[src/rtl/pid_pkg.sv]
// Shared types, thresholds and saturation helpers for the line-following PID controller.
package pid_pkg;

  typedef enum logic [1:0] {
    IDLE = 2'd0,
    RAMP = 2'd1,
    RUN  = 2'd2,
    LOST = 2'd3
  } state_t;

  localparam int SPD_W  = 12;
  localparam int PID_W  = 15;
  localparam int PIDQ_W = 12;

  localparam logic [SPD_W-1:0] FRWRD_MAX = 12'h300;
  localparam logic [SPD_W-1:0] FRWRD_LOW = 12'h080;

  localparam int PID_MAX = (1 << (PID_W - 1)) - 1;
  localparam int PID_MIN = -(1 << (PID_W - 1));
  localparam int SPD_MAX = (1 << SPD_W) - 1;

  function automatic logic signed [PID_W-1:0] sat_pid(input logic signed [31:0] v);
    if (v > PID_MAX)      return PID_W'(PID_MAX);
    else if (v < PID_MIN) return PID_W'(PID_MIN);
    else                  return v[PID_W-1:0];
  endfunction

  function automatic logic [SPD_W-1:0] clamp_spd(input logic signed [SPD_W+1:0] v);
    if (v < 0)            return '0;
    else if (v > SPD_MAX) return '1;
    else                  return v[SPD_W-1:0];
  endfunction

endpackage

[src/rtl/pid_integrator.sv]
// Signed error accumulator with overflow hold (anti-windup), clear and freeze.
module pid_integrator #(
  parameter int ERR_W = 11,
  parameter int ACC_W = 16
) (
  input  logic                    clk,
  input  logic                    rst,
  input  logic                    clr,
  input  logic                    upd,
  input  logic signed [ERR_W-1:0] err,
  output logic signed [ACC_W-1:0] acc
);

  logic signed [ACC_W-1:0] err_ext;
  logic signed [ACC_W-1:0] sum;
  logic                    ovf;

  always_comb begin
    err_ext = ACC_W'(err);
    sum     = acc + err_ext;
    // Same-sign operands producing an opposite-sign result means the add wrapped.
    ovf     = (acc[ACC_W-1] == err_ext[ACC_W-1]) && (sum[ACC_W-1] != acc[ACC_W-1]);
  end

  always_ff @(posedge clk or posedge rst) begin
    if (rst)              acc <= '0;
    else if (clr)         acc <= '0;
    else if (upd && !ovf) acc <= sum;
  end

endmodule

[src/rtl/pid_ctrl_gen.sv]
// Two-stage PID steering controller: stage 1 registers the error sample and state,
// stage 2 forms P+I+D and the differential wheel speeds.
module pid_ctrl_gen
  import pid_pkg::*;
#(
  parameter int ERR_W    = 11,
  parameter int ACC_W    = 16,
  parameter int D_LAG    = 2,
  parameter int RAMP_INC = 4,
  parameter int LOST_CNT = 8
) (
  input  logic               clk,
  input  logic               rst,
  input  logic               go,
  input  logic               err_vld,
  input  logic               line_present,
  input  logic signed [15:0] error,
  input  logic [5:0]         kp,
  input  logic [6:0]         kd,
  output logic [SPD_W-1:0]   lft_spd,
  output logic [SPD_W-1:0]   rgt_spd,
  output logic               spd_vld,
  output logic [1:0]         state
);

  localparam int ERR_HI = (1 << (ERR_W - 1)) - 1;
  localparam int ERR_LO = -(1 << (ERR_W - 1));
  localparam int OFF_W  = $clog2(LOST_CNT + 1);

  state_t                  state_q, state_d;
  logic [SPD_W-1:0]        frwrd, frwrd_d;
  logic [OFF_W-1:0]        off_cnt, off_d;
  logic                    line_q, rise, lost_hit, frwrd_low;
  logic signed [ERR_W-1:0] err_sat, err_q;
  logic signed [ERR_W-1:0] hist [D_LAG];
  logic [5:0]              kp_q;
  logic [6:0]              kd_q;
  logic                    vld1;
  logic signed [ACC_W-1:0] acc;

  assign rise      = line_present && !line_q;
  assign frwrd_low = (frwrd <= FRWRD_LOW);
  assign lost_hit  = err_vld && !line_present && (off_cnt >= OFF_W'(LOST_CNT - 1));
  assign state     = state_q;

  always_comb begin
    if (int'(error) > ERR_HI)      err_sat = ERR_W'(ERR_HI);
    else if (int'(error) < ERR_LO) err_sat = ERR_W'(ERR_LO);
    else                           err_sat = error[ERR_W-1:0];
  end

  // NOTE: every variable gets a default first so no path leaves it unassigned (no latch).
  always_comb begin
    state_d = state_q;
    frwrd_d = frwrd;
    off_d   = off_cnt;
    if (err_vld) begin
      if (line_present)                     off_d = '0;
      else if (off_cnt != OFF_W'(LOST_CNT)) off_d = off_cnt + 1'b1;
    end
    unique case (state_q)
      IDLE: begin
        frwrd_d = '0;
        off_d   = '0;
        if (go) state_d = RAMP;
      end
      RAMP: begin
        if (err_vld) begin
          frwrd_d = (frwrd >= FRWRD_MAX - SPD_W'(RAMP_INC)) ? FRWRD_MAX : frwrd + SPD_W'(RAMP_INC);
          if (frwrd_d == FRWRD_MAX) state_d = RUN;
        end
        if (lost_hit) state_d = LOST;
      end
      RUN: if (lost_hit) state_d = LOST;
      LOST: begin
        if (err_vld) frwrd_d = (frwrd <= SPD_W'(RAMP_INC)) ? '0 : frwrd - SPD_W'(RAMP_INC);
        if (rise) begin
          state_d = RAMP;
          off_d   = '0;
        end
      end
      default: state_d = IDLE;
    endcase
    if (!go) begin
      state_d = IDLE;
      frwrd_d = '0;
      off_d   = '0;
    end
  end

  // NOTE: sequential state uses non-blocking assignments so all registers update together.
  always_ff @(posedge clk or posedge rst) begin
    if (rst) begin
      state_q <= IDLE;
      frwrd   <= '0;
      off_cnt <= '0;
      line_q  <= 1'b0;
    end else begin
      state_q <= state_d;
      frwrd   <= frwrd_d;
      off_cnt <= off_d;
      line_q  <= line_present;
    end
  end

  pid_integrator #(.ERR_W(ERR_W), .ACC_W(ACC_W)) u_integrator (
    .clk (clk),
    .rst (rst),
    .clr ((state_q == IDLE) || rise || frwrd_low),
    .upd (err_vld && (state_q == RAMP || state_q == RUN)),
    .err (err_sat),
    .acc (acc)
  );

  // NOTE: the small history array is reset so the first derivative samples see zeros.
  always_ff @(posedge clk or posedge rst) begin
    if (rst) begin
      err_q <= '0;
      kp_q  <= '0;
      kd_q  <= '0;
      vld1  <= 1'b0;
      for (int i = 0; i < D_LAG; i++) hist[i] <= '0;
    end else begin
      vld1 <= err_vld;
      if (err_vld) begin
        err_q   <= err_sat;
        kp_q    <= kp;
        kd_q    <= kd;
        hist[0] <= err_q;
        for (int i = 1; i < D_LAG; i++) hist[i] <= hist[i-1];
      end
    end
  end

  logic signed [ERR_W+6:0]  p_full;
  logic signed [ERR_W:0]    diff;
  logic signed [7:0]        d8;
  logic signed [15:0]       d_full;
  logic signed [PID_W-1:0]  pid_sum;
  logic signed [PIDQ_W-1:0] pid_q;
  logic [SPD_W-1:0]         lft_n, rgt_n;

  always_comb begin
    p_full = err_q * $signed({1'b0, kp_q});
    diff   = err_q - hist[D_LAG-1];
    if (diff > 127)       d8 = 8'sh7F;
    else if (diff < -128) d8 = 8'sh80;
    else                  d8 = diff[7:0];
    d_full  = d8 * $signed({1'b0, kd_q});
    // I term is the accumulator's top 10 bits, sign-extended by the arithmetic shift.
    pid_sum = sat_pid(32'(sat_pid(32'(p_full))) + 32'(acc >>> (ACC_W - 10)) + 32'(d_full));
    pid_q   = PIDQ_W'(pid_sum >>> 3);
    if (frwrd_low) begin
      lft_n = frwrd;
      rgt_n = frwrd;
    end else begin
      lft_n = clamp_spd($signed({2'b00, frwrd}) + 14'(pid_q));
      rgt_n = clamp_spd($signed({2'b00, frwrd}) - 14'(pid_q));
    end
  end

  always_ff @(posedge clk or posedge rst) begin
    if (rst) begin
      lft_spd <= '0;
      rgt_spd <= '0;
      spd_vld <= 1'b0;
    end else begin
      spd_vld <= vld1;
      if (state_q == IDLE) begin
        lft_spd <= '0;
        rgt_spd <= '0;
      end else if (vld1) begin
        lft_spd <= lft_n;
        rgt_spd <= rgt_n;
      end
    end
  end

endmodule

[config.mk]
export PLATFORM = sky130hd
export DESIGN_NAME = pid_ctrl_gen
export DESIGN_NICKNAME = d
export VERILOG_FILES = /design/src/rtl/pid_pkg.sv /design/src/rtl/pid_integrator.sv /design/src/rtl/pid_ctrl_gen.sv
export SDC_FILE = /design/constraint.sdc
export NUM_CORES = 1
export LEC_CHECK = 0
export BUFFER_PORTS_ARGS = -buffer_cell sky130_fd_sc_hd__buf_2
export CAP_MARGIN = 15
export CELL_PAD_IN_SITES_DETAIL_PLACEMENT = 1
export CELL_PAD_IN_SITES_GLOBAL_PLACEMENT = 1
export CORE_MARGIN = 2
export CORE_UTILIZATION = 25
export CTS_BUF_LIST = sky130_fd_sc_hd__clkbuf_8
export CTS_CLUSTER_SIZE = 14
export DETAILED_ROUTE_END_ITERATION = 8
export PLACE_DENSITY_LB_ADDON = 0.1
export SETUP_SLACK_MARGIN = 0.15
export SLEW_MARGIN = 20
export SYNTH_ARGS = -nofsm -noshare
export SYNTH_HDL_FRONTEND = slang
export SYNTH_SLANG_ARGS = --single-unit
export TNS_END_PERCENT = 20
[constraint.sdc]
create_clock -name clk -period 13.08 [get_ports clk]
set_input_delay 0.654 -clock clk [delete_from_list [all_inputs] [get_ports clk]]
set_output_delay 0.654 -clock clk [all_outputs]
set_load 0.03 [all_outputs]
* Word-level counts from Yosys, hierarchy flattened
Cells that the tools add are included.
Word-level totals: register bits 107, bits of input ports 34, output and inout port bits 27, logic and storage cells 111
Cells by class: reduce and logical (&&, ||, !) cells 17, $add $sub $neg 9, multiplexer cells 39, order comparisons 16, equal/unequal tests 14, $mul 2
Operators with widths (count):
- $mux W12 | 15
- $mux W15 | 4
- $pmux W12 S3 | 1
- $mux W16 | 2
- $gt A14 B13 Y1 const B | 2
- $lt A14 B1 Y1 const B | 2
- $mux W11 | 2
- $mux W4 | 5
- $gt A18 B15 Y1 const B | 1
- $lt A18 B15 Y1 const B | 1
- $mul A11 B7 Y18 | 1
- $add A16 B16 Y17 | 1
- $gt A17 B15 Y1 const B | 1
- $lt A17 B15 Y1 const B | 1
- $add A15 B10 Y16 | 1
- $add A16 B11 Y16 | 1
- $gt A16 B11 Y1 const B | 1
- $lt A16 B11 Y1 const B | 1
- $mul A8 B8 Y16 | 1
- $mux W8 | 2
- $add A13 B12 Y14 | 1
- $sub A13 B12 Y14 | 1
- $add A12 B3 Y12 const B | 1
- $eq A12 B10 Y1 const B | 1
- 26 further kinds | 47

* Logic depth before layout (Yosys ltp)
Gate-level depths: netlist of the first run.
depth after elaboration 16, mapped depth 50, depth with buffers taken out 47

* By module
Synthesis of the first run repeated with hierarchy kept, for this count alone.
Unflattened totals: cell total of the unflattened synthesis 1572, area total of the unflattened synthesis 13763.2 µm²
By module, submodules not included:
- pid_ctrl_gen | times used 1, seq. area each 2277.2 µm², area each 12199.2 µm², cells each 1395
- pid_integrator | times used 1, seq. area each 400.4 µm², area each 1564.0 µm², cells each 177

* Worst setup path after synthesis of the first run
OpenSTA, ideal clock, no wires.
path kind register to register, start point register kp_q[3], end point register rgt_spd[11], required time 12.959 ns, cell stages (with the launch flop) 47, library setup time 0.121 ns, period minus slack after synthesis 12.327 ns, arrival time 12.206 ns, setup slack 0.753 ns, buffers on the path 4, path through dfrtp_1 clkbuf_1 and2_1 fa_1 fa_1 fa_1 inv_1 fa_1 inv_1 ha_1 o21a_1 o21a_1 a21boi_0 o31ai_1 a21oi_1 xnor2_1 o31ai_1 clkbuf_1 (+11 left out) a21oi_1 a21oi_1 nand2_1 a311oi_4 o21ai_0 a211oi_1 buf_2 a21o_1 ha_1 clkbuf_1 or2_2 a221oi_1 o21ai_0 a211oi_1 nor2_1 xnor2_1 or3b_1 a22o_1
Between the ends: cells in the longest elaborated chain, start to end 16, elaborated cells between the ends (all ways) 19, classes of those cells 3 x add/sub; 1 x mul; 6 x order compare; 9 x mux
RTL lines:
- start, declared | RTL line pid_ctrl_gen.sv:36 | logic [5:0] kp_q;
- start signal, assigned | RTL line pid_ctrl_gen.sv:127 | kp_q <= kp;
- $mul A11 B7 Y18 (*) | RTL line pid_ctrl_gen.sv:144 | p_full = err_q * $signed({1'b0, kp_q});
- $lt A18 B15 Y1 | RTL line pid_pkg.sv:24 | else if (v < PID_MIN) return PID_W'(PID_MIN);
- $mux W15 | RTL line pid_pkg.sv:24
- $mux W15 (*) | RTL line pid_pkg.sv:23 | if (v > PID_MAX) return PID_W'(PID_MAX);
- $add A15 B10 Y16 (*) | RTL line pid_ctrl_gen.sv:151 | pid_sum = sat_pid(32'(sat_pid(32'(p_full))) + 32'(acc >>> (ACC_W - 10)) + 32'(d_full));
- $add A16 B16 Y17 (*) | RTL line pid_ctrl_gen.sv:151
- $lt A17 B15 Y1 | RTL line pid_pkg.sv:24
- $mux W15 | RTL line pid_pkg.sv:24
- $mux W15 (*) | RTL line pid_pkg.sv:23
- $sub A13 B12 Y14 (*) | RTL line pid_ctrl_gen.sv:158 | rgt_n = clamp_spd($signed({2'b00, frwrd}) - 14'(pid_q));
- $gt A14 B13 Y1 | RTL line pid_pkg.sv:30 | else if (v > SPD_MAX) return '1;
- $mux W12 | RTL line pid_pkg.sv:30
- $mux W12 (*) | RTL line pid_pkg.sv:29 | if (v < 0) return '0;
- $mux W12 (*) | RTL line pid_ctrl_gen.sv:153 | if (frwrd_low) begin
- $mux W12 (*) | RTL line pid_ctrl_gen.sv:172 | end else if (vld1) begin
- $mux W12 (*) | RTL line pid_ctrl_gen.sv:169 | if (state_q == IDLE) begin
- end signal, assigned | RTL line pid_ctrl_gen.sv:174 | rgt_spd <= rgt_n;
- end, declared | RTL line pid_ctrl_gen.sv:21 | output logic [SPD_W-1:0] rgt_spd,
Every way passes the cells marked *; elsewhere a longest branch is shown, timed or not. The select of a mux whose other input is x is not followed. A chain may end at the register's enable or synchronous reset.

* Worst setup path in the final report of the first run
start point register err_q[6], end point register rgt_spd[0]
Between the ends: cells in the longest elaborated chain, start to end 16, elaborated cells between the ends (all ways) 25, classes of those cells 4 x add/sub; 2 x mul; 8 x order compare; 11 x mux
RTL lines:
- start, declared | RTL line pid_ctrl_gen.sv:34 | logic signed [ERR_W-1:0] err_sat, err_q;
- start signal, assigned | RTL line pid_ctrl_gen.sv:126 | err_q <= err_sat;
- $mul A11 B7 Y18 or $sub A11 B11 Y12 (tied branches) | RTL line pid_ctrl_gen.sv:144, pid_ctrl_gen.sv:145
- $lt A18 B15 Y1 or $lt A12 B8 Y1 (tied branches) | RTL line pid_pkg.sv:24, pid_ctrl_gen.sv:147
- $mux W15 or $mux W8 (tied branches) | RTL line pid_pkg.sv:24, pid_ctrl_gen.sv:147
- $mux W15 or $mux W8 (tied branches) | RTL line pid_pkg.sv:23, pid_ctrl_gen.sv:146
- $add A15 B10 Y16 or $mul A8 B8 Y16 (tied branches) | RTL line pid_ctrl_gen.sv:151, pid_ctrl_gen.sv:149
- $add A16 B16 Y17 (*) | RTL line pid_ctrl_gen.sv:151
- $lt A17 B15 Y1 | RTL line pid_pkg.sv:24
- $mux W15 | RTL line pid_pkg.sv:24
- $mux W15 (*) | RTL line pid_pkg.sv:23
- $sub A13 B12 Y14 (*) | RTL line pid_ctrl_gen.sv:158
- $gt A14 B13 Y1 | RTL line pid_pkg.sv:30
- $mux W12 | RTL line pid_pkg.sv:30
- $mux W12 (*) | RTL line pid_pkg.sv:29
- $mux W12 (*) | RTL line pid_ctrl_gen.sv:153
- $mux W12 (*) | RTL line pid_ctrl_gen.sv:172
- $mux W12 (*) | RTL line pid_ctrl_gen.sv:169
Marks and branches as above.

==> results of run 1 <==
## how the worst max path moves through the flow
| stage | start | slack, ns | depth (start not counted) | endpoint |
|---|---|---|---|---|
| global route | kp_q[3] | 0.07 | 45 | rgt_spd[0] |
| finish | err_q[6] | 0.75 | 44 | rgt_spd[0] |
| global placement | kp_q[1] | 0.07 | 47 | rgt_spd[10] |
| CTS | kp_q[1] | 0.13 | 44 | rgt_spd[0] |
| detailed placement | kp_q[1] | 0.09 | 47 | rgt_spd[10] |
| floorplan | kp_q[3] | 0.75 | 46 | rgt_spd[11] |
## metrics by stage
stage                     hold WS (ns)  util (%)  instances  area [um^2]  setup slack [ns]
final                            0.318      28.3       2313        15300             0.748
after global routing             0.332      28.3       2313        15300            0.0686
after CTS                        0.301      28.0       2303        15100             0.132
after detailed placement         0.467      27.6       2288        14900            0.0852
after global placement           0.457      27.6       2288        14900            0.0657
after floorplan                  0.408         -       1551        13700             0.753
## cells by family (layout without fill, tap and decap cells)
group | Yosys count | count (layout) | synth area share, %
muxes | 41 | 41 | 3.33
adders and majority gates | 269 | 269 | 31.7
buffers and inverters | 300 | 365 | 8.28
DFF | 107 | 107 | 19.6
AOI/OAI and AO/OA | 371 | 371 | 17.6
and+or+nand+nor | 395 | 395 | 15.0
xor gates and xnor gates | 68 | 68 | 4.46
other | 0 | 1 | 0
## Yosys cell counts, types with 8 or more instances
master      n  area, um^2
fa_1      129        2580
o31ai_1    13        97.6
o21ai_0    82         410
o21bai_1    8        60.1
nor2b_1    34         213
nand3_1    37         185
ha_1      140        1750
nor2_1     74         278
a21oi_1   104         521
clkbuf_1   38         143
inv_1     253         950
xor2_1     18         158
and2_1     85         532
a211oi_1   18         135
or3_1      13        81.3
xnor2_1    49         429
a31oi_1     9        56.3
a21o_1     28         210
dfrtp_1   107        2680
nand2_1    77         289
nand2b_1   17         106
mux2_2     36         405
o21a_1     31         233
nor3_1     27         135
## worst register-to-register path: cells and delay by family (launching register included)
family / cells / cell delay (ns)
AOI/OAI and AO/OA: 16 / 3.20
DFF: 1 / 0.51
xor gates and xnor gates: 2 / 0.54
and+or+nand+nor: 5 / 1.41
buffers and inverters: 9 / 1.01
adders and majority gates: 12 / 5.61
## routing by layer
layer  track usage [%]  wire length, um
met1              20.5            20000
met5                 0                0
met4              2.99              414
met2              28.5            21300
met3              1.86              631
## cell usage in the layout (no fill, tap or decap), types with 37 or more instances in the layout
cell type	Yosys	routed
ha_1	140	136
a21oi_1	104	100
nand2_1	77	77
and2_1	85	84
nor2_1	74	72
buf_2	4	60
nand3_1	37	37
xnor2_1	49	48
fa_1	129	128
inv_1	253	253
o21ai_0	82	75
dfrtp_1	107	101
## area by class of cell
type	instances	area, um^2	area share (%)
diodes	1	2.50	0.0164
clock buffers	10	138	0.900
clock inverters	5	52.6	0.344
inverters	253	952	6.23
multi-input cells	1144	9990	65.4
flip-flops and latches	107	2690	17.6
well taps	696	871	5.70
repair buffers	97	593	3.88
## flip-flops by register name, indices dropped and copies added (netlist names), 6 cells and up
name and count:
hist 22, u_integrator.acc 16, frwrd 12, lft_spd 12, rgt_spd 12, err_q 11
kd_q 7, kp_q 6
## what timing repair did
item	CTS	global route
setup endpoints to repair	12	24
setup buffers	0	8
pin swaps	0	8
cloned	0	1
resized for setup	4	41
==> metrics.md, run 1 <==
| Metric | Value |
|---|---|
| Buf+Inv Stages, Crit Path | 9 |
| Total number of vias | approximately 11000 |
| Antenna violations before repair | 2 |
| Max stage delay on crit path | between 0.5 and 0.6 ns |
| Crit Path Class | register to register |
| Post-DP HPWL | ~34000 um |
| Root cell of the clock tree | clkbuf_8 |
| Nets | between 1500 and 2000 |
| RSZ-0062 raised after global routing | false |
| Least-Margin Pin Slew | roughly 0.95 ns |
| DRT iter0 DRCs | approximately 420 |
| H-tree levels | 3 |
| Fmax | a little over 80 MHz |
| Row count | 85 |
| CP top delay family | adder cells |
| Async SR Flop Fraction | 100% |
| R2r setup slk | 0.75 ns |
| FF-to-FF path depth | 44 |
| Worst EP required | 13.46 ns |
| Top-level port count | between 60 and 70 |
| CTS Hold Bufs | 0 |
| HP Class | input pin to async pin |
| Max_cap viols | 0 |
| Global-route wire length before repair | roughly 70000 um |
| Core footprint | between 50000 and 60000 um^2 |
| Setup TNS | 0 ns |
| Crit Path Max Fanout | 9 |
| GRT overflow | 0 |
| Netlist Area Pre-Place | about 14000 um^2 |
| Endpoints failing hold | 0 |
| GRT Overall Usage | 15.9% |
| Normalized max-slew margin | a little under two fifths |
| Reg-to-Reg End | rgt_spd[0] |
| Min Tclk post-route | between 10 and 15 ns |
| Crit-path most repeated cell | fa_1 |
| Layout cell share with drive strength beyond 1 | between 10% and 20% |
| Unique masters post-synth | 70 |
| Slew Limit Fails | 0 |
| Initial cell density of the core | between 20% and 30% |
| Worst setup SP type | register |
| Clock Sinks | around 110 |
| Clock skew | 0.0249 ns |
| Die area | 56500 um^2 |
| Drt drc | 0 |
| Critical Path Sink Type | register |
| Insertion delay to the later sink of the worst-skew pair | approximately 0.45 ns |
| Seq/Total Area, Yosys | just under 20% |
| CTS tree | built |
| Yosys reg bits | around 110 |
| Longest Clk Path Bufs | 2 |
| Setup Viol. Count Final | 0 |
| Largest net degree at the start of global routing | 60 |
| Vias/cell | roughly 4.7 |
| Commonest register cell after synthesis | dfrtp_1 |
| Critical path arrival | ~13 ns |
| Status | completed |
| Area growth syn-to-layout | 11.9% |
| Filler instances | around 6300 |
| Routed Wire Length | around 42000 um |
| Gpl congestion | just under 0.8 |
| Syn_nets | around 1900 |
| TritonCTS Buffers | 9 |
| Die height | approximately 240 um |
| Yosys warns | 0 |
| Die X-Extent | ~240 um |
| Post-Syn Instances | about 1600 |
| PortBufs | 60 |
| Slowest CP cell | fa_1 |
| Pre-antenna DRT Iters | 4 |
| Tcrit/Tclk final | a little over nine tenths |
| Vias in the first global route | about 12000 |
| Remaining antenna violation count | 0 |
| R2R Path Start | err_q[6] |
| Post-synth EDFFs | 0 |
| WL/cell | 18.3 um |
| Clock transition at path regs | 0.12 ns |
| Avg Cell Area, Syn | 8.81 um^2 |
Power of run 1 is not shown: default switching activity piles up to over one toggle a cycle in this logic, so the estimate is an artifact.
==> run 2, diff against run 1 <==
--- a/config.mk
+++ b/config.mk
@@ -14,7 +14,8 @@
 export CTS_BUF_LIST = sky130_fd_sc_hd__clkbuf_8
 export CTS_CLUSTER_SIZE = 14
 export DETAILED_ROUTE_END_ITERATION = 8
-export PLACE_DENSITY_LB_ADDON = 0.1
+export HOLD_SLACK_MARGIN = 0.05
+export PLACE_DENSITY_LB_ADDON = 0.3
 export SETUP_SLACK_MARGIN = 0.15
 export SLEW_MARGIN = 20
 export SYNTH_ARGS = -nofsm -noshare
==> metrics.md, run 2 (synthesized netlist as in run 1, its figures left out) <==
| Metric | Value |
|---|---|
| Crit-path most repeated cell | fa_1 |
| Vias/cell | 4.75 (+0.37%) |
| Top Registers | hist: 22 flops, u_integrator.acc: 16 flops |
| Setup TNS | 0 ns (unchanged) |
| Max_cap viols | 0 (unchanged) |
| Tcrit/Tclk final | 94.8% (+0.52 points) |
| Critical path arrival | 12.78 ns (+0.07 ns) |
| TritonCTS Buffers | 9 (unchanged) |
| WL/cell | 16.7 um (-8.7%) |
| Status | completed |
| CTS tree | built |
| HP Class | input pin to async pin |
| Clock skew | 0.0261 ns (+0.00116 ns) |
| Drt drc | 0 (unchanged) |
| Clock transition at path regs | 0.11 ns (about the same) |
| Die area | 56500 um^2 (unchanged) |
| Least-Margin Pin Slew | 0.875 ns (-0.0720 ns) |
| M2 GR Usage | 24.8% (-3.7 points) |
| CTS Hold Bufs | 0 (unchanged) |
| Vias in the first global route | 12300 (+0.60%) |
| R2r setup slk | 0.68 ns (-0.07 ns) |
| Crit Path Max Fanout | 7 (-2) |
| DRT iter0 DRCs | 425 (+1.4%) |
| GRT overflow | 0 (unchanged) |
| Normalized max-slew margin | 41.7% (+4.9 points) |
| Antenna Cells | 0 (-1) |
| Layout cell share with drive strength beyond 1 | 13.4% (+1.4 points) |
| Initial cell density of the core | 25.3% (unchanged) |
| Longest Clk Path Bufs | 2 (unchanged) |
| Max FFs per register | 22 (unchanged) |
| Gr busiest metal | met2 |
| Routed Wire Length | 38900 um (-8.2%) |
| FF-to-FF path depth | 46 (+4.5%) |
| Core footprint | 53900 um^2 (unchanged) |
| Worst EP required | 13.46 ns (about the same) |
| GRT Overall Usage | 14.5% (-1.3 points) |
| Pre-antenna DRT Iters | 5 (+1) |
| Crit Path Class | register to register |
| Global routing usage on met1 | 19.6% (-0.95 points) |
| Area growth syn-to-layout | 13.1% |
| Largest register by flop count | hist |
| Row count | 85 (unchanged) |
| Max stage delay on crit path | 0.55 ns (about the same) |
| Die height | 238 um (unchanged) |
| Largest net degree at the start of global routing | 68 (+13%) |
| Most common cell after layout, fill and taps aside | inv_1 |
| R2R Path Start | kp_q[2] |
| Setup Viol. Count Final | 0 (unchanged) |
| Root cell of the clock tree | clkbuf_8 |
| Fmax | 80.6 MHz (-0.55%) |
| Post-DP HPWL | 31300 um (-7.9%) |
| Remaining antenna violation count | 0 (unchanged) |
| Top-level port count | 61 (unchanged) |
| Endpoints failing hold | 0 (unchanged) |
| RSZ-0062 raised after global routing | true |
| PortBufs | 60 (unchanged) |
| Die X-Extent | 238 um (unchanged) |
| Total number of vias | 11100 (+0.93%) |
| H-tree levels | 3 (unchanged) |
| CP top delay family | adder cells |
| Nets | 1928 (+0.68%) |
| Critical Path Sink Type | register |
| Slew Limit Fails | 0 (unchanged) |
| Worst setup SP type | register |
| Place WS | -0.270 ns (-0.355 ns) |
| Insertion delay to the later sink of the worst-skew pair | 0.46 ns (about the same) |
| Reg-to-Reg End | rgt_spd[5] |
| Global-route wire length before repair | 65900 um (-5.7%) |
| Antenna violations before repair | 0 (-2) |
| Met3 usage | 1.82% (-0.035 points) |
| Clock Sinks | 107 (unchanged) |
| Slowest CP cell | fa_1 |
| Commonest cells after routing, fill and taps aside | inv_1 (252), ha_1 (137), fa_1 (129) |
| Worst setup margin | 0.680 ns (-0.0680 ns) |
| Min Tclk post-route | 12.40 ns (+0.0680 ns) |
| Gpl congestion | 0.798 (+0.53%) |
| Buf+Inv Stages, Crit Path | 10 (+1) |
[run 2: changes by cell type in the layout (fill, tap and decap cells not counted), moves of 2 or more]
cell	delta
a21oi_1	-4
a31oi_2	+2
a21oi_2	+4
clkinv_2	-2
inv_6	+2
a31oi_1	-2
clkinvlp_4	+2
buf_4	+13
[run 2: per-layer routing]
| layer | part of all wire (%) | routed length [um] |
|---|---|---|
| met3 | 1.9 | 740 |
| met4 | 1.6 | 617 |
| met2 | 48 | 18700 |
| met5 | 0 | 0 |
| met1 | 48 | 18800 |
[run 2: repair_timing]
item | in CTS | in global routing
gates resized for setup | 8 | 48
setup endpoints to repair | 24 | 24
gates cloned | 1 | 1
setup buffers | 2 | 19
pin swaps | 2 | 22
[run 2: cell type report]
cell class | instances | area [um^2]
clock buffers | 9 | 124
clock inverters | 7 | 82.6
fillers | 6339 | 38500
inverters | 253 | 952
multi-input cells | 1145 | 10100
flip-flops and latches | 107 | 2690
well taps | 696 | 871
repair buffers | 109 | 673
[run 2: per-stage QoR]
stage / util (%) / instances / hold slack [ns] / instance area [um^2]
floorplan: - / 1551 / 0.408 / 13700
finish: 28.7 / 2326 / 0.278 / 15500
CTS: 28.1 / 2306 / 0.275 / 15100
global route: 28.7 / 2326 / 0.320 / 15500
global placement: 27.6 / 2287 / 0.441 / 14900
detailed placement: 27.6 / 2287 / 0.448 / 14900
[run 2: how the worst max path moves through the flow]
stage                 start           to  depth (start not counted)
floorplan           kp_q[3]  rgt_spd[11]                         46
global placement    kp_q[2]   rgt_spd[6]                         44
detailed placement  kp_q[2]   rgt_spd[6]                         44
CTS                 kp_q[2]   rgt_spd[6]                         44
global route        kp_q[2]   rgt_spd[6]                         45
finish              kp_q[2]   rgt_spd[5]                         46
Power of run 2 is left out for the same reason.
==> run 3, diff against run 2 <==
--- a/config.mk
+++ b/config.mk
@@ -16,8 +16,9 @@
 export DETAILED_ROUTE_END_ITERATION = 8
 export HOLD_SLACK_MARGIN = 0.05
 export PLACE_DENSITY_LB_ADDON = 0.3
+export RECOVER_POWER = 50
 export SETUP_SLACK_MARGIN = 0.15
-export SLEW_MARGIN = 20
+export SLEW_MARGIN = 30
 export SYNTH_ARGS = -nofsm -noshare
 export SYNTH_HDL_FRONTEND = slang
 export SYNTH_SLANG_ARGS = --single-unit
==> metrics.md, run 3 (synthesized netlist as in run 1, its figures left out) <==
| Metric | Value |
|---|---|
| Status | complete, but fails checks |
| Failing checks | capacitance limit, slew limit |
| WL/cell | 16.7 um (-0.31%) |
| GRT overflow | 0 (unchanged) |
| Least-Margin Pin Slew | 3.66 ns (+2.78 ns) |
| Worst setup margin | 0.682 ns (+0.00129 ns) |
| Max stage delay on crit path | 0.55 ns (about the same) |
| Normalized max-slew margin | -144% (-190 points) |
| CP top delay family | adder cells |
| Remaining antenna violation count | 0 (unchanged) |
| Max_cap viols | 3 (+3) |
| Tcrit/Tclk final | 94.8% (about the same) |
| Commonest cells after routing, fill and taps aside | inv_1 (252), ha_1 (137), fa_1 (129) |
| Top-level port count | 61 (unchanged) |
| Clock transition at path regs | 0.11 ns (about the same) |
| Nets | 1928 (unchanged) |
| Die height | 238 um (unchanged) |
| Longest Clk Path Bufs | 2 (unchanged) |
| Post-DP HPWL | 31300 um (unchanged) |
| H-tree levels | 3 (unchanged) |
| Initial cell density of the core | 25.3% (unchanged) |
| Root cell of the clock tree | clkbuf_8 |
| DP Cell Count | 2287 (unchanged) |
| Insertion delay to the later sink of the worst-skew pair | 0.46 ns (about the same) |
| Core footprint | 53900 um^2 (unchanged) |
| FF-to-FF path depth | 46 (unchanged) |
| Area growth syn-to-layout | 12.8% |
| Critical path arrival | 12.78 ns (about the same) |
| Antenna violations before repair | 0 (unchanged) |
| CTS Hold Bufs | 0 (unchanged) |
| Reg-to-Reg End | rgt_spd[2] |
| Endpoints failing hold | 0 (unchanged) |
| Most common cell after layout, fill and taps aside | inv_1 |
| Slowest CP cell | fa_1 |
| Hold Path End | kd_q[3] |
| HP Class | input pin to register |
| Filler instances | 6345 (+0.095%) |
| Hold path depth | 2 |
| Total number of vias | 11000 (-0.54%) |
| Pre-antenna DRT Iters | 4 (-1) |
| Die area | 56500 um^2 (unchanged) |
| Drt drc | 0 (unchanged) |
| Place WS | -0.270 ns (unchanged) |
| Buf+Inv Stages, Crit Path | 10 (unchanged) |
| PortBufs | 60 (unchanged) |
| Clock skew | 0.0256 ns (-0.000516 ns) |
| R2r setup slk | 0.68 ns (about the same) |
| Fmax | 80.7 MHz (about the same) |
| Sequential cell area | 2690 um^2 (unchanged) |
| Setup Viol. Count Final | 0 (unchanged) |
| Critical Path Sink Type | register |
| Min Tclk post-route | 12.40 ns (-0.00129 ns) |
| Antenna Cells | 0 (unchanged) |
| Layout cell share with drive strength beyond 1 | 11.6% (-1.8 points) |
| RSZ-0062 raised after global routing | true |
| CTS tree | built |
| Largest net degree at the start of global routing | 68 (unchanged) |
| Finished Layout Cells | 2326 (unchanged) |
| Clock Sinks | 107 (unchanged) |
| DRT iter0 DRCs | 444 (+4.5%) |
| TritonCTS Buffers | 9 (unchanged) |
| Vias/cell | 4.73 (-0.54%) |
| Crit Path Max Fanout | 7 (unchanged) |
| Multi-input gate area in the final layout | 10100 um^2 (unchanged) |
| Row count | 85 (unchanged) |
| Die X-Extent | 238 um (unchanged) |
| Worst setup SP type | register |
| Slew Limit Fails | 178 (+178) |
| R2R Path Start | kp_q[2] |
| Global-route wire length before repair | 65900 um (unchanged) |
| Top Registers | hist: 22 flops, u_integrator.acc: 16 flops |
| Crit Path Class | register to register |
| Worst EP required | 13.46 ns (about the same) |
| GRT Overall Usage | 14.5% (unchanged) |
| Setup TNS | 0 ns (unchanged) |
| Routed Wire Length | 38700 um (-0.31%) |
| Largest register by flop count | hist |
| HP Start | kd[3] |
| Crit-path most repeated cell | fa_1 |
| Gpl congestion | 0.798 (unchanged) |
| Vias in the first global route | 12300 (unchanged) |
| Max FFs per register | 22 (unchanged) |
-- run 3: layout make-up --
type | count | area share (%)
timing repair buffer | 109 | 4.10
tap | 696 | 5.65
inverter | 253 | 6.17
clock buffer | 9 | 0.804
clock inverter | 7 | 0.536
sequential | 107 | 17.4
multi-input combinational | 1145 | 65.3
-- run 3: worst register-to-register path: cells and delay by family, from the launching register on --
| family | cells | cell delay (ns) |
|---|---|---|
| multiplexers | 1 | 0.33 |
| AO/OA/AOI/OAI | 16 | 3.30 |
| XOR/XNOR | 1 | 0.28 |
| AND/OR/NAND/NOR | 6 | 1.27 |
| buffers and inverters | 10 | 1.10 |
| adder cells (fa/ha/maj) | 12 | 5.59 |
| flip-flops | 1 | 0.48 |
-- run 3: through the flow --
step           area (um^2)  utilization [%]  hold WS (ns)
6_report             15400             28.6         0.448
4_1_cts              15100             28.1         0.275
2_1_floorplan        13700                -         0.408
3_3_place_gp         14900             27.6         0.441
3_5_place_dp         14900             27.6         0.448
5_1_grt              15400             28.6         0.419
-- run 3: worst max path at each step --
stage / from / end / slack [ns] / cells after the start
floorplan: kp_q[3] / rgt_spd[11] / 0.75 / 46
global placement: kp_q[2] / rgt_spd[6] / -0.02 / 44
detailed placement: kp_q[2] / rgt_spd[6] / -0.27 / 44
CTS: kp_q[2] / rgt_spd[6] / 0.17 / 44
global route: kp_q[2] / rgt_spd[6] / 0.06 / 45
finish: kp_q[2] / rgt_spd[2] / 0.68 / 46
-- run 3: metal layers --
metal / part of all wire (%) / global-route usage [%] / vias to the layer above
met5: 0 / 0 / -
met1: 48 / 19.6 / 5548
met3: 2.5 / 1.82 / 31
met4: 1.5 / 3.37 / 0
li1: - / - / 5318
met2: 48 / 24.8 / 103
-- run 3: what timing repair did --
| item | CTS | global route |
|---|---|---|
| gates cloned | 1 | 1 |
| setup endpoints to repair | 24 | 24 |
| buffers inserted | 2 | 19 |
| pin swaps | 2 | 22 |
| gates resized for setup | 8 | 48 |
Power of run 3 is left out for the same reason.
